<file path="src/rtl/gravador_sequencia.sv">
// Writer side of the PlaySeq sequence memory: records one-hot button codes into a
// 2**ADDR_W x DATA_W sync RAM. Optional RECORD_ONEHOT_CHECK_EN rejects multi-button presses.
module gravador_sequencia #(
    parameter int ADDR_W = 4,
    parameter int DATA_W = 4
) (
    input  logic              clock,
    input  logic              reset,
    input  logic              iniciar,
    input  logic [ADDR_W-1:0] limite,
    input  logic [DATA_W-1:0] botoes,
    input  logic [ADDR_W-1:0] rd_address,
    output logic [DATA_W-1:0] rd_data,
    output logic [ADDR_W-1:0] wr_address,
    output logic              gravando,
    output logic              jogada,
    output logic              pronto,
    output logic              erro
);

    typedef enum logic [1:0] {S_INICIAL, S_ESPERA, S_SOLTA, S_FIM} state_t;

    state_t            state, state_nx;
    logic [ADDR_W-1:0] addr_nx;
    logic              ultimo, ultimo_nx;
    logic              we, jogada_nx, erro_nx, aceito;

    logic [DATA_W-1:0] mem [2**ADDR_W];

`ifdef RECORD_ONEHOT_CHECK_EN
    assign aceito = ((botoes & (botoes - DATA_W'(1))) == '0);
`else
    assign aceito = 1'b1;
`endif

    always_comb begin
        state_nx  = state;
        addr_nx   = wr_address;
        ultimo_nx = ultimo;
        we        = 1'b0;
        jogada_nx = 1'b0;
        erro_nx   = 1'b0;
        // iniciar restarts from any state and wins over a simultaneous press
        if (iniciar) begin
            state_nx  = S_ESPERA;
            addr_nx   = '0;
            ultimo_nx = 1'b0;
        end else begin
            case (state)
                S_ESPERA: begin
                    if (botoes != '0) begin
                        state_nx = S_SOLTA;
                        if (aceito) begin
                            we        = 1'b1;
                            jogada_nx = 1'b1;
                            if (wr_address != limite) addr_nx = wr_address + ADDR_W'(1);
                            else                      ultimo_nx = 1'b1;
                        end else begin
                            erro_nx = 1'b1;
                        end
                    end
                end
                S_SOLTA: begin
                    if (botoes == '0) state_nx = ultimo ? S_FIM : S_ESPERA;
                end
                default: ;
            endcase
        end
    end

    always_ff @(posedge clock) begin
        if (reset) begin
            state      <= S_INICIAL;
            wr_address <= '0;
            ultimo     <= 1'b0;
            jogada     <= 1'b0;
        end else begin
            state      <= state_nx;
            wr_address <= addr_nx;
            ultimo     <= ultimo_nx;
            jogada     <= jogada_nx;
        end
    end

`ifdef RECORD_ONEHOT_CHECK_EN
    always_ff @(posedge clock) begin
        if (reset) erro <= 1'b0;
        else       erro <= erro_nx;
    end
`else
    assign erro = 1'b0;
    logic unused_chk;
    assign unused_chk = erro_nx;
`endif

    // RAM is never cleared; nonblocking read gives old data on same-address write
    always_ff @(posedge clock) begin
        if (we && !reset) mem[wr_address] <= botoes;
    end

    always_ff @(posedge clock) begin
        if (reset) rd_data <= '0;
        else       rd_data <= mem[rd_address];
    end

    assign gravando = (state == S_ESPERA) || (state == S_SOLTA);
    assign pronto   = (state == S_FIM);

endmodule
</file>
<file path="config.mk">
export PLATFORM = sky130hd
export DESIGN_NAME = gravador_sequencia
export DESIGN_NICKNAME = d
export VERILOG_FILES = /design/src/rtl/gravador_sequencia.sv
export SDC_FILE = /design/constraint.sdc
export NUM_CORES = 1
export LEC_CHECK = 0
export CAP_MARGIN = 15
export CORE_ASPECT_RATIO = 0.6
export CORE_MARGIN = 2
export CORE_UTILIZATION = 40
export CTS_BUF_LIST = sky130_fd_sc_hd__clkbuf_4
export DETAILED_ROUTE_END_ITERATION = 12
export SKIP_LAST_GASP = 1
export SYNTH_ARGS = -nofsm -noshare
export SYNTH_HDL_FRONTEND = slang
export SYNTH_SLANG_ARGS = --single-unit
</file>
<file path="constraint.sdc">
create_clock -name clock -period 3.6 [get_ports clock]
set_clock_uncertainty 0.05 [all_clocks]
set_input_delay 0.72 -clock clock [delete_from_list [all_inputs] [get_ports clock]]
set_output_delay 0.72 -clock clock [all_outputs]
set_load 0.01 [all_outputs]
</file>
==> results.toml <==
[outcome]
outcome = "complete, no violations"

[logic_synthesis]
syn_avg_cell_area_sq_um = 15.9
mappedNetlistNets = 223
yosys.area.top_type = "edfxtp_1"
yosysTopAreaCellShare = 0.603
synth.lib_cells_used.distinct = 35
ys_seq_elements = 76
number_of_flops_mapped_to_enable_cells_by_yosys = 64
async_flop_share = 0
register_area_share_after_synthesis = 0.678
ys.flop_type = "edfxtp_1"
netlist_top_cells_area = "edfxtp_1 (60%), mux4_2 (8.5%), dfxtp_1 (7.5%)"
synth_cells = 201
netlist_top_cells_count = "edfxtp_1 (64), nand2_1 (20), nor2_1 (20)"
yosysWarnings = 0
synthesized_cell_area_sq_um = 3190
yosysMostFrequentCell = "edfxtp_1"

[clock_tree]
clock_latency_ns = 0.42
cts_max_level = 3
clk_root_buffer_cell = "clkbuf_4"
tritoncts_buffer_count = 9
post-cts-setup-buffer-count = 0
clock_tree_from_tritoncts = "done"
cts.reportedPaths.clkPinSlew_ns = 0.11
buffers_from_clock_root_to_sink_at_most = 2
ctsHoldBuffers = 0
cts.repair.resized = 0
numClockSinks = 76

[setup_path]
path_class = "flip-flop to output pin"
timing.rr.start = "state[1]"
critical-path-top-delay-family = "buffers and inverters"
reg_to_reg_critical_path_endpoint = "mem[0][2]"
crit_path_max_incr_delay_ns = 0.53
crit_path_top_cell_by_count = "inv_1"
critical_path.endpoint = "gravando"
worst_r2r_path_depth = 6
combined_buffer_and_inverter_count_along_the_critical_path = 3
critical_path.slowest_cell = "clkdlybuf4s50_1"
worst_ep_required_ns = 2.83
worst_setup_path_start_kind = "flip-flop"
cp.depth = 4
worstSetupStartpoint = "state[0]"
worstSetupEndpointType = "output pin"
arrival_time_at_the_worst_endpoint_ns = 1.80
reg2reg_slack_ns = 1.32
critical_path_peak_fanout = 4
worstPathCellList = "inv_1 -> ha_1 -> inv_1 -> clkdlybuf4s50_1"

[floorplan]
io_pins = 27
initial_cell_density_of_the_core = 0.409
die-height_um = 73.2
fp.dieArea_sq_um = 8730
die_width_um = 119
core_area_sq_um = 7790
rows = 25

[timing]
rsz_0062_raised_after_global_routing = "no"
final.setup.tns_ns = 0
finalHoldWorstSlack_ns = 0.441
post-route-period-util = 0.714
setup_viol = 0
hold_violations = 0
timing.final.max_slew_violations = 0
max_slew.worst_pin.slew_ns = 0.712
fmax_mhz = 389
final.min_clock_period_ns = 2.57
maxSlewHeadroom = 0.522

[power_and_ir_drop]
static-leakage-power_nw = 1.19
switching_share = 0.227
combinational_group_share_of_total_power = 0.083
fin_total_pwr_mw = 1.54
cellPowerDensity_nw_per_um2 = 419
pwr-share-seq = 0.626
clkPwrFrac = 0.291
net_switching_uw = 350
internal_power_mw = 1.19
peakVddDrop_uv = 251

[layout]
ff_latch_area_sq_um = 2160
fillers = 668
final_core_utilization = 0.472
area_delta_synth_final_pct = 15.4
fin_nets = 257
insertedDiodeCount = 0
multi_input_area_sq_um = 963
layout-drive-gt1-share = 0.167

[global_routing]
grt_util_all_layers = 0.172
antenna_found_initial = 0
grt_first_pass_wirelength_um = 10500
grt_pass1_vias = 1783
grt-ovfl-total = 0
largest_net_degree_at_the_start_of_global_routing = 21

[run]
cap_violations = 0

[drt]
wl_per_instance_um = 19.1
drt.antenna.violating_nets = 0
drt_first_iter_violations = 184
drc = 0
finalWirelength_um = 6650
drt_pre_antenna_iters = 4
detailroute.via_count = 1818
vias_per_cell = 5.22

[hold_path]
type_of_the_worst_min_delay_path = "flip-flop to flip-flop"

[placed_design]
finalWeightedCongestion = 0.889
hpwl_um = 4670
numPortBuffers = 25
-- placed cells by master, fill, tap and decap left out --
cell             count
a21oi_1              1
a221oi_1             1
a22oi_1              1
a31o_2               1
a32oi_1              4
a41oi_4              1
and2_1               1
and4b_1              1
buf_4                5
clkbuf_4            13
clkdlybuf4s50_1     25
clkinv_2             3
conb_1               1
dfxtp_1             12
edfxtp_1            64
ha_1                 7
inv_1                5
mux2i_1             10
mux4_2              12
nand2_1             20
nand2b_1             2
nand4_1              6
nor2_1              20
nor2_2               1
nor2b_1              2
nor3_1               4
nor4_2               1
o211ai_1             4
o21a_1               1
o21ai_0              2
o21ba_2              1
o41ai_4              1
or2_2                1
or3_1                1
xnor2_1              5
-- stage by stage --
step / instance area [sq um] / setup slack [ns] / instances
final: 3680 / 1.03 / 348
after global placement: 3570 / 0.712 / 332
after detailed placement: 3570 / 0.593 / 332
after CTS: 3680 / 1.02 / 348
after floorplan: 3190 / 1.54 / 201
after global routing: 3680 / 0.947 / 348
-- how the worst min path moves through the flow --
stage          startpoint  depth (start not counted)  endpoint  slack (ns)
2_1_floorplan      ultimo                          1    ultimo        0.38
3_3_place_gp       ultimo                          1    ultimo        0.41
3_5_place_dp       ultimo                          1    ultimo        0.41
4_1_cts            ultimo                          1    ultimo        0.44
5_1_grt            ultimo                          1    ultimo        0.49
6_report           ultimo                          1    ultimo        0.44
-- routing by layer --
| metal | share of wire | vias up | global-route usage |
|---|---|---|---|
| li1 | - | 840 | - |
| met1 | 0.49 | 909 | 0.252 |
| met2 | 0.44 | 63 | 0.239 |
| met3 | 0.066 | 6 | 0.0555 |
| met4 | 0.0080 | 0 | 0.0622 |
| met5 | 0 | - | 0 |
-- state kept, by name, summed over array words and instances, names as in the netlist --
register    count
jogada          1
wr_address      4
state           2
ultimo          1
rd_data         4
mem            64
-- cell families (layout without fill, tap and decap cells) --
group                    count (synthesis)  after routing  synth area share
AO/OA/AOI/OAI                           18             18            0.0557
XOR/XNOR                                 5              5            0.0137
adder cells (fa/ha/maj)                  7              7            0.0275
buffers and inverters                   12             51            0.0200
flip-flops                              76             76             0.678
multiplexers                            22             22             0.116
other                                    1              1           0.00118
AND/OR/NAND/NOR                         60             60            0.0879
-- area by class of cell --
class                   count  share of cell area
multi-input cells         113               0.262
clock buffers              13              0.0265
clock inverters             3             0.00408
repair buffers             30              0.0782
well taps                 108              0.0367
flip-flops and latches     76               0.588
inverters                   5             0.00510
-- power by group through the flow --
stage	registers, mW	logic, mW	clock network, mW
global route	0.966	0.139	0.497
floorplan	0.986	0.0626	0
global placement	0.984	0.130	0
detailed placement	0.984	0.129	0
CTS	0.964	0.130	0.457
finish	0.964	0.129	0.448
Note: power is estimated with default switching activity, not from simulation.
